`config.mk`:
```
export PLATFORM = sky130hd
export DESIGN_NAME = vga_timing_gen
export DESIGN_NICKNAME = d
export VERILOG_FILES = /design/src/rtl/vga_pkg.sv /design/src/rtl/vga_axis_counter.sv /design/src/rtl/vga_timing_gen.sv
export SDC_FILE = /design/constraint.sdc
export NUM_CORES = 1
export LEC_CHECK = 0
export BUFFER_PORTS_ARGS = -buffer_cell sky130_fd_sc_hd__clkbuf_2
export CORE_MARGIN = 2
export CORE_UTILIZATION = 50
export CTS_CLUSTER_SIZE = 28
export DETAILED_ROUTE_END_ITERATION = 8
export GPL_TIMING_DRIVEN = 0
export PLACE_DENSITY = 0.75
export SYNTH_ARGS = -nofsm -noshare
export SYNTH_HDL_FRONTEND = slang
export SYNTH_SLANG_ARGS = --single-unit
```
`constraint.sdc`:
```
create_clock -name clk -period 2.66 [get_ports clk]
set_clock_uncertainty 0.05 [all_clocks]
set_input_delay 0 -clock clk [delete_from_list [all_inputs] [get_ports clk]]
set_output_delay 0 -clock clk [all_outputs]
set_load 0.005 [all_outputs]
```
`src/rtl/vga_pkg.sv`:
```
// Shared timing-mode definitions for the VGA/XGA raster generator.
// Modes are listed as active/front porch/sync/back porch per axis.
package vga_pkg;

    typedef struct packed {
        int unsigned h_active;
        int unsigned h_fp;
        int unsigned h_sync;
        int unsigned h_bp;
        int unsigned v_active;
        int unsigned v_fp;
        int unsigned v_sync;
        int unsigned v_bp;
    } vga_mode_t;

    localparam vga_mode_t XGA_1024x768_60 = '{
        h_active: 1024, h_fp: 24, h_sync: 136, h_bp: 160,
        v_active: 768,  v_fp: 3,  v_sync: 6,   v_bp: 29
    };

    localparam vga_mode_t XGA_1024x768_75 = '{
        h_active: 1024, h_fp: 16, h_sync: 96, h_bp: 176,
        v_active: 768,  v_fp: 1,  v_sync: 3,  v_bp: 28
    };

    localparam vga_mode_t VGA_640x480_60 = '{
        h_active: 640, h_fp: 16, h_sync: 96, h_bp: 48,
        v_active: 480, v_fp: 10, v_sync: 2,  v_bp: 33
    };

    function automatic int unsigned total(input int unsigned active,
                                          input int unsigned fp,
                                          input int unsigned sync,
                                          input int unsigned bp);
        return active + fp + sync + bp;
    endfunction

endpackage

```
`src/rtl/vga_axis_counter.sv`:
```
// One raster axis: a wrapping position counter plus decodes of its next value,
// so the parent can register outputs that line up with the counter itself.
module vga_axis_counter
    import vga_pkg::*;
#(
    parameter int unsigned ACTIVE = 1024,
    parameter int unsigned FP     = 24,
    parameter int unsigned SYNC   = 136,
    parameter int unsigned BP     = 160,
    parameter logic        POL    = 1'b0,
    parameter int unsigned W      = 11
) (
    input  logic         clk,
    input  logic         reset,
    input  logic         en,
    output logic         wrap,
    output logic [W-1:0] nxt,
    output logic         vis_nxt,
    output logic         sync_nxt,
    output logic         first_nxt,
    output logic         last_nxt
);

    localparam int unsigned TOTAL      = total(ACTIVE, FP, SYNC, BP);
    localparam int unsigned SYNC_START = ACTIVE + FP;
    localparam int unsigned SYNC_END   = SYNC_START + SYNC;

    logic [W-1:0] cnt;
    logic         at_last;
    logic [31:0]  nxt_wide;

    always_comb begin
        at_last  = (cnt == W'(TOTAL - 1));
        wrap     = en && at_last;
        nxt      = cnt;
        if (en) begin
            nxt = at_last ? '0 : cnt + W'(1);
        end
        // Compare at 32 bits: SYNC_END may equal TOTAL, which need not fit in W.
        nxt_wide  = 32'(nxt);
        vis_nxt   = (nxt_wide < ACTIVE);
        sync_nxt  = ((nxt_wide >= SYNC_START) && (nxt_wide < SYNC_END)) ? POL : ~POL;
        first_nxt = (nxt == '0);
        last_nxt  = (nxt == W'(TOTAL - 1));
    end

    always_ff @(posedge clk) begin
        if (reset) begin
            cnt <= '0;
        end else begin
            cnt <= nxt;
        end
    end

endmodule

```
`src/rtl/vga_timing_gen.sv`:
```
// Parametrised raster timing generator: sync, blanking, strobes and visible
// coordinates, all registered from next-pixel decodes so they track h/v exactly.
module vga_timing_gen
    import vga_pkg::*;
#(
    parameter int unsigned H_ACTIVE = 1024,
    parameter int unsigned H_FP     = 24,
    parameter int unsigned H_SYNC   = 136,
    parameter int unsigned H_BP     = 160,
    parameter int unsigned V_ACTIVE = 768,
    parameter int unsigned V_FP     = 3,
    parameter int unsigned V_SYNC   = 6,
    parameter int unsigned V_BP     = 29,
    parameter logic        HS_POL   = 1'b0,
    parameter logic        VS_POL   = 1'b0,
    parameter int unsigned XW       = 11,
    parameter int unsigned YW       = 10,
    parameter int unsigned FCW      = 16
) (
    input  logic           clk,
    input  logic           reset,
    input  logic           pix_stb,
    output logic           hsync,
    output logic           vsync,
    output logic           active,
    output logic           blanking,
    output logic           line_start,
    output logic           frame_start,
    output logic           animate,
    output logic           screenend,
    output logic [XW-1:0]  x,
    output logic [YW-1:0]  y,
    output logic [FCW-1:0] frame_cnt
);

    localparam int unsigned H_TOTAL = total(H_ACTIVE, H_FP, H_SYNC, H_BP);
    localparam int unsigned V_TOTAL = total(V_ACTIVE, V_FP, V_SYNC, V_BP);

    if (H_ACTIVE == 0 || H_FP == 0 || H_SYNC == 0 || H_BP == 0 ||
        V_ACTIVE == 0 || V_FP == 0 || V_SYNC == 0 || V_BP == 0) begin : g_zero_param
        $error("vga_timing_gen: timing parameters must be non-zero");
    end
    if (64'(H_TOTAL - 1) >= (64'd1 << XW) || 64'(V_TOTAL - 1) >= (64'd1 << YW)) begin : g_width_param
        $error("vga_timing_gen: XW/YW too narrow for H_TOTAL-1/V_TOTAL-1");
    end

    logic          h_wrap, h_vis_n, h_sync_n, h_first_n, h_last_n;
    logic          v_wrap, v_vis_n, v_sync_n, v_first_n, v_last_n;
    logic [XW-1:0] h_nxt;
    logic [YW-1:0] v_nxt;
    logic          active_nxt;

    vga_axis_counter #(
        .ACTIVE (H_ACTIVE),
        .FP     (H_FP),
        .SYNC   (H_SYNC),
        .BP     (H_BP),
        .POL    (HS_POL),
        .W      (XW)
    ) u_h (
        .clk       (clk),
        .reset     (reset),
        .en        (pix_stb),
        .wrap      (h_wrap),
        .nxt       (h_nxt),
        .vis_nxt   (h_vis_n),
        .sync_nxt  (h_sync_n),
        .first_nxt (h_first_n),
        .last_nxt  (h_last_n)
    );

    vga_axis_counter #(
        .ACTIVE (V_ACTIVE),
        .FP     (V_FP),
        .SYNC   (V_SYNC),
        .BP     (V_BP),
        .POL    (VS_POL),
        .W      (YW)
    ) u_v (
        .clk       (clk),
        .reset     (reset),
        .en        (h_wrap),
        .wrap      (v_wrap),
        .nxt       (v_nxt),
        .vis_nxt   (v_vis_n),
        .sync_nxt  (v_sync_n),
        .first_nxt (v_first_n),
        .last_nxt  (v_last_n)
    );

    always_comb begin
        active_nxt = h_vis_n && v_vis_n;
    end

    // Next-state values equal current ones without pix_stb, so outputs hold naturally.
    always_ff @(posedge clk) begin
        if (reset) begin
            hsync       <= ~HS_POL;
            vsync       <= ~VS_POL;
            active      <= 1'b1;
            blanking    <= 1'b0;
            line_start  <= 1'b1;
            frame_start <= 1'b1;
            animate     <= 1'b0;
            screenend   <= 1'b0;
            x           <= '0;
            y           <= '0;
            frame_cnt   <= '0;
        end else begin
            hsync       <= h_sync_n;
            vsync       <= v_sync_n;
            active      <= active_nxt;
            blanking    <= ~active_nxt;
            line_start  <= h_first_n;
            frame_start <= h_first_n && v_first_n;
            animate     <= h_last_n && (v_nxt == YW'(V_ACTIVE - 1));
            screenend   <= h_last_n && v_last_n;
            if (active_nxt) begin
                x <= h_nxt;
            end
            y <= v_vis_n ? v_nxt : YW'(V_ACTIVE - 1);
            if (v_wrap) begin
                frame_cnt <= frame_cnt + FCW'(1);
            end
        end
    end

endmodule

```
# Yosys cells after proc, flatten, opt, wreduce, memory -nomap -nowiden
# Cells that the tools add are included.
# Widths: inputs -> output; s select.
# totals
in_bits,3
word_cells,48
out_inout_bits,45
ff_bits,66
# classes
n_reduce_logical,11
n_mux,7
bitwise_logic,2
addsub,3
n_lt_le_gt_ge,6
n_eq_ne,5
# ops
cell,count
$eq 10x10->1 const B,3
$mux 10,3
$eq 11x11->1 const B,2
$lt 11x11->1 const B,2
$mux 11,2
$lt 10x10->1 const B,2
$add 16x1->16 const B,1
$add 11x1->11 const B,1
$ge 11x11->1 const B,1
$logic_not 11->1,1
$add 10x1->10 const B,1
$ge 10x10->1 const B,1
$logic_not 10->1,1
$logic_and 1x1->1,8
$mux 1,2
$not 1->1,2
$reduce_or 2->1,1

# Logic depth before layout (Yosys ltp)
# logic_depth
ltp_word,6
mapped_depth,9
depth_no_buf,8

# By module
# From an unflattened synthesis, not the netlist that was laid out.
# hier_totals
hier_cells,391
hier_area_um2,3305.7
# modules_own_cells
module,area_per_inst_um2,instances,seq_area_each_um2,cells_each
vga_timing_gen,1651.6,1,900.9,185
vga_axis_counter at u_h,873.3,1,220.2,108
vga_axis_counter at u_v,780.7,1,200.2,98

# Worst setup path before layout
# No wires, ideal clock.
# synth_timing
path_type,register to register
start,register u_h.cnt[0]
end,register x[3]
path_stages_with_launch,9
period_less_slack_ns,2.492
arrival_time_ns,2.326
n_path_buf,1
setup_time_ns,0.117
t_required_ns,2.493
slack_ns,0.168
cell_sequence,dfxtp_1 ha_1 nand3_4 or4_4 o31a_1 o2111ai_4 nand2_4 buf_6 o22a_1
# synth_via
elab_chain_len,5
elab_cells_between_ends,9
cone_classes,add/sub: 1; order compare: 2; eq/ne: 1; mux: 3; reduce/logical: 2
# synth_rtl
element,line_no,rtl
start: declaration,vga_axis_counter.sv:28,logic [W-1:0] cnt;
start signal: assignment,vga_axis_counter.sv:51,cnt <= nxt;
$add 11x1->11 or $eq 11x11->1 (tied branches),"vga_axis_counter.sv:37, vga_axis_counter.sv:33",
$mux 11 or $logic_and 1x1->1 (tied branches),"vga_axis_counter.sv:37, vga_axis_counter.sv:34",
$mux 11 or $mux 10 (tied branches),vga_axis_counter.sv:36,if (en) begin
$lt 11x11->1 or $lt 10x10->1 (tied branches),vga_axis_counter.sv:41,vis_nxt = (nxt_wide < ACTIVE);
$logic_and 1x1->1,vga_timing_gen.sv:92,active_nxt = h_vis_n && v_vis_n;
end signal: assignment,vga_timing_gen.sv:119,x <= h_nxt;
end: declaration,vga_timing_gen.sv:31,"output logic [XW-1:0] x,"
# Several ways; a longest one is shown, not always the timed one.
# A chain may end at the register's enable or synchronous reset.

# Worst setup path in the final report
# layout_timing
start,register u_h.cnt[7]
end,register frame_start
# layout_via
elab_chain_len,5
elab_cells_between_ends,9
cone_classes,add/sub: 1; eq/ne: 1; mux: 3; reduce/logical: 4
# layout_rtl
element,line_no,rtl
$add 11x1->11 or $eq 11x11->1 (tied branches),"vga_axis_counter.sv:37, vga_axis_counter.sv:33",
$mux 11 or $logic_and 1x1->1 (tied branches),"vga_axis_counter.sv:37, vga_axis_counter.sv:34",
$mux 11 or $mux 10 (tied branches),vga_axis_counter.sv:36,
$logic_not 11->1 or $logic_not 10->1 (tied branches),vga_axis_counter.sv:43,first_nxt = (nxt == '0);
$logic_and 1x1->1 (*),vga_timing_gen.sv:115,frame_start <= h_first_n && v_first_n;
end signal: assignment,vga_timing_gen.sv:115,
end: declaration,vga_timing_gen.sv:28,"output logic frame_start,"
# Every way passes the cells marked *; elsewhere a longest branch is shown, timed or not.

==> impl_summary.txt <==
----------------------------------------------------
[Yosys]
  Count of state elements after synthesis ... 66
  Gate count after technology mapping ... 326
  Total nets after synthesis ... 333
  Yosys warning total ... 0
  Sequential area share after synthesis ... 0.437
  Cell types occupying the most area after synthesis ... dfxtp_1, nor2_1, xor2_1
  Avg Synthesized Cell Area ... 9.27 µm²
  Async SR Flop Fraction ... 0
  Most numerous cell in the Yosys netlist ... dfxtp_1
  Distinct cell type count after synthesis ... 57
  Commonest cells post-synth ... dfxtp_1, nor2_1, nand2_1
  Share of Yosys cell area claimed by the top area cell type ... 0.437
  Cell taking the most area after synthesis ... dfxtp_1
  Main flop type after synthesis ... dfxtp_1
  Count of flip-flops with a built-in enable after synthesis ... 0
  Netlist area before placement ... 3020 µm²

[Floorplanning]
  Count of standard-cell rows ... 28
  Top-level I/O count ... 48
  Total die area ... 6680 µm²
  Die X ... just over 80 µm
  Core ar. ... 5890 µm²
  Starting Density ... 0.513
  Die extent in y ... 81.7 µm

[GRT]
  Number of global-route vias before repair ... 2491
  Pin count of the biggest net entering global routing ... 13
  Met1 Resource Use GR ... 0.333
  Total GRT Usage ... 0.244
  Met3 routing resource usage after global routing ... 0.0593
  Wire length of the first global-routing pass ... 12300 µm
  M2 GR Usage ... 0.374
  Sum of overflow across all layers after global routing ... 0
  Number of antenna violations at the first check in global routing ... 0
  Most heavily used metal layer in global routing ... met2

[Setup path]
  Setup slack on the worst flop-to-flop path ... 0.09 ns
  Kind of start point of the critical path ... flip-flop
  Endpoint of the most critical register-to-register path ... frame_start
  Endpoint class of the critical path ... flip-flop
  Largest fanout on the critical path ... 8
  Required time reported for the critical path endpoint ... between 2 and 3 ns
  Path type of the worst setup path ... flip-flop to flip-flop
  Cells on worst reg2reg path ... 8
  Launch instance of the worst register-to-register path ... u_h.cnt[7]
  Arrival time worst endpoint ... 2.75 ns

[Worst hold path]
  Endpoint with the worst hold slack ... u_h.cnt[0]
  Hold Path Class ... input port to flip-flop
  Launch instance of the worst min-delay path ... pix_stb
  Hold Crit Depth ... 3

[CTS]
  Root Driver ... clkbuf_8
  TritonCTS clock tree ... done
  H-tree lvl count ... 3
  Clock sink total ... 66
  Cts bufs inserted ... 9
  Maximum clock path buffer count ... 2
  Clock transition at the register clock pins on the worst setup and hold paths after CTS ... 0.07 ns
  Insertion delay to the later sink of the worst-skew pair ... between 0.3 and 0.4 ns

[Pwr]
  Total net switching power ... 444 µW
  Internal power ... between 1500 and 2000 µW
  Share of power burned in registers ... 0.498
  Combinational share of power ... 0.029
  Cell area power density ... approximately 550 nW/µm²
  Peak ir drop on the vdd network ... around 0.00052 V
  Portion of total power attributed to the clock network ... 0.472
  Leakage dissipation ... 0.00143 µW
  Proportion of total power due to net switching ... 0.220
  Post-layout power ... 2020 µW

[Route]
  Initial DRC count ... 194
  Total DRC errors in the routed layout ... 0
  Vias per std cell ... approximately 5.7
  Number of optimization iterations in the first detailed-route pass ... 4
  Post-DR wirelength/cell ... 16.6 µm
  DR vias ... 2666
  Total wirelength of the detailed-routed design ... 7730 µm
  Number of nets still failing antenna checks after routing ... 0

[Timing]
  Worst max-slew margin expressed relative to the limit ... 0.654
  Max Clock Freq ... 389 MHz
  Number of max-slew violations in the final report ... 0
  Final-layout setup total negative slack ... 0 ns
  Final hold vios ... 0
  Worst hold slack ... 0.0953 ns
  Unrepaired setup endpoints after global routing ... yes
  Share of the cycle needed by the critical path after routing ... 0.967
  Setup violation total in the final timing report ... 0
  Final worst path period need ... ~2.6 ns
  Worst-Margin Slew ... 0.520 ns

[Layout]
  Share of layout cells above drive strength 1 ... 0.260
  Final standard cell count with taps included and fillers excluded ... 467
  Final layout net count ... 394
  Antenna diodes ... 0
  Area growth syn-to-layout ... 22.4%
  Count of fill cells added during filler insertion ... 510

[Job]
  Max-capacitance violation count ... 0

[Placement]
  Half-perimeter wire length of the detailed placement result ... 5330 µm
  Routability congestion estimate ... 0.891
  Port-buffer cells ... 46
  Total placed cells including tap cells ... 447

[Run status]
  Status ... finished, final reports clean

----------------------------------------------------
-- state kept, by name, indices dropped and copies added (netlist names) --
signal / count
y: 10
frame_start: 1
u_v.cnt: 10
hsync: 1
u_h.cnt: 11
active: 1
line_start: 1
frame_cnt: 16
screenend: 1
blanking: 1
vsync: 1
animate: 1
x: 11
-- layout make-up --
class / count / area [µm²] / area share
Multi-Input combinational cell: 234 / 1660 / 0.449
Sequential cell: 66 / 1320 / 0.358
Timing Repair Buffer: 51 / 270 / 0.0731
Clock buffer: 10 / 138 / 0.0372
Tap cell: 75 / 93.8 / 0.0254
Clock inverter: 6 / 90.1 / 0.0244
Buffer: 17 / 90.1 / 0.0244
Inverter: 8 / 30.0 / 0.00812
-- worst max path at each step --
| stage | start | to | slack (ns) | cells after the start |
|---|---|---|---|---|
| 2_1_floorplan | u_h.cnt[0] | x[3] | 0.17 | 8 |
| 3_3_place_gp | u_h.cnt[0] | vsync | -0.20 | 8 |
| 3_5_place_dp | u_h.cnt[0] | vsync | -0.28 | 8 |
| 4_1_cts | u_v.cnt[4] | frame_start | 0.001 | 7 |
| 5_1_grt | u_h.cnt[0] | frame_cnt[9] | -0.03 | 8 |
| 6_report | u_h.cnt[7] | frame_start | 0.09 | 8 |
-- cell families after synthesis --
family                   count (synthesis)  share of synthesized area
flip-flops                              66                      0.437
AO/OA/AOI/OAI                           54                      0.134
XOR/XNOR                                26                     0.0754
AND/OR/NAND/NOR                        147                      0.287
adder cells (fa/ha/maj)                  4                     0.0166
buffers and inverters                   26                     0.0398
multiplexers                             3                    0.00994
-- power by group through the flow --
stage | logic [µW] | registers (µW) | clock network (µW)
6_report | 59.1 | 1010 | 955
5_1_grt | 63.8 | 1010 | 1010
4_1_cts | 59.2 | 1010 | 958
3_5_place_dp | 55.7 | 1030 | 0
3_3_place_gp | 55.7 | 1030 | 0
2_1_floorplan | 34.7 | 1030 | 0
-- placed cells by master, fill, tap and decap left out, drive strengths merged, types with 3 or more instances in the layout --
cell,synthesis,final
and3,6,6
nand2,20,20
and4b,4,4
nand4,12,12
o22a,10,10
clkbuf,9,64
o211ai,3,3
dfxtp,66,66
nor2,43,43
nand3,13,13
nor3,15,15
nor3b,3,3
ha,4,4
xnor2,10,10
a21oi,3,3
clkinv,0,3
nor4,7,7
buf,9,13
mux2i,3,3
a211oi,3,3
and4,4,4
o21ai,17,17
xor2,16,16
nand4b,5,5
and2,5,5
inv,8,8
-- layer usage --
layer / vias up / part of all wire
li1: 1309 / -
met1: 1255 / 0.46
met2: 85 / 0.46
met3: 17 / 0.051
met4: 0 / 0.026
met5: - / 0
-- repair_timing --
item | CTS | global route
hold buffers | 1 | 0
endpoints found under the setup margin | 21 | 18
endpoints found under the hold margin | 3 | 0
pin swaps | 3 | 5
gates cloned | 0 | 0
setup buffers | 2 | 2
resized for setup | 7 | 13
-- through the flow --
stage / utilization / setup WS (ns) / cell area [µm²]
floorplan: - / 0.168 / 3020
global placement: 0.568 / -0.204 / 3340
detailed placement: 0.568 / -0.284 / 3340
CTS: 0.617 / 0.00123 / 3630
global route: 0.628 / -0.0274 / 3700
finish: 0.628 / 0.0869 / 3700
-- worst max-delay path, cell delays in order, from the launching register on --
cell and delay (ns):
dfxtp_1 0.30, buf_2 0.16, nand4bb_4 0.26, nor4_4 0.36, buf_4 0.23, nand3_1 0.15
o221ai_2 0.33, nand2_1 0.18, o41ai_1 0.43
Note: power is estimated with default switching activity, not from simulation.
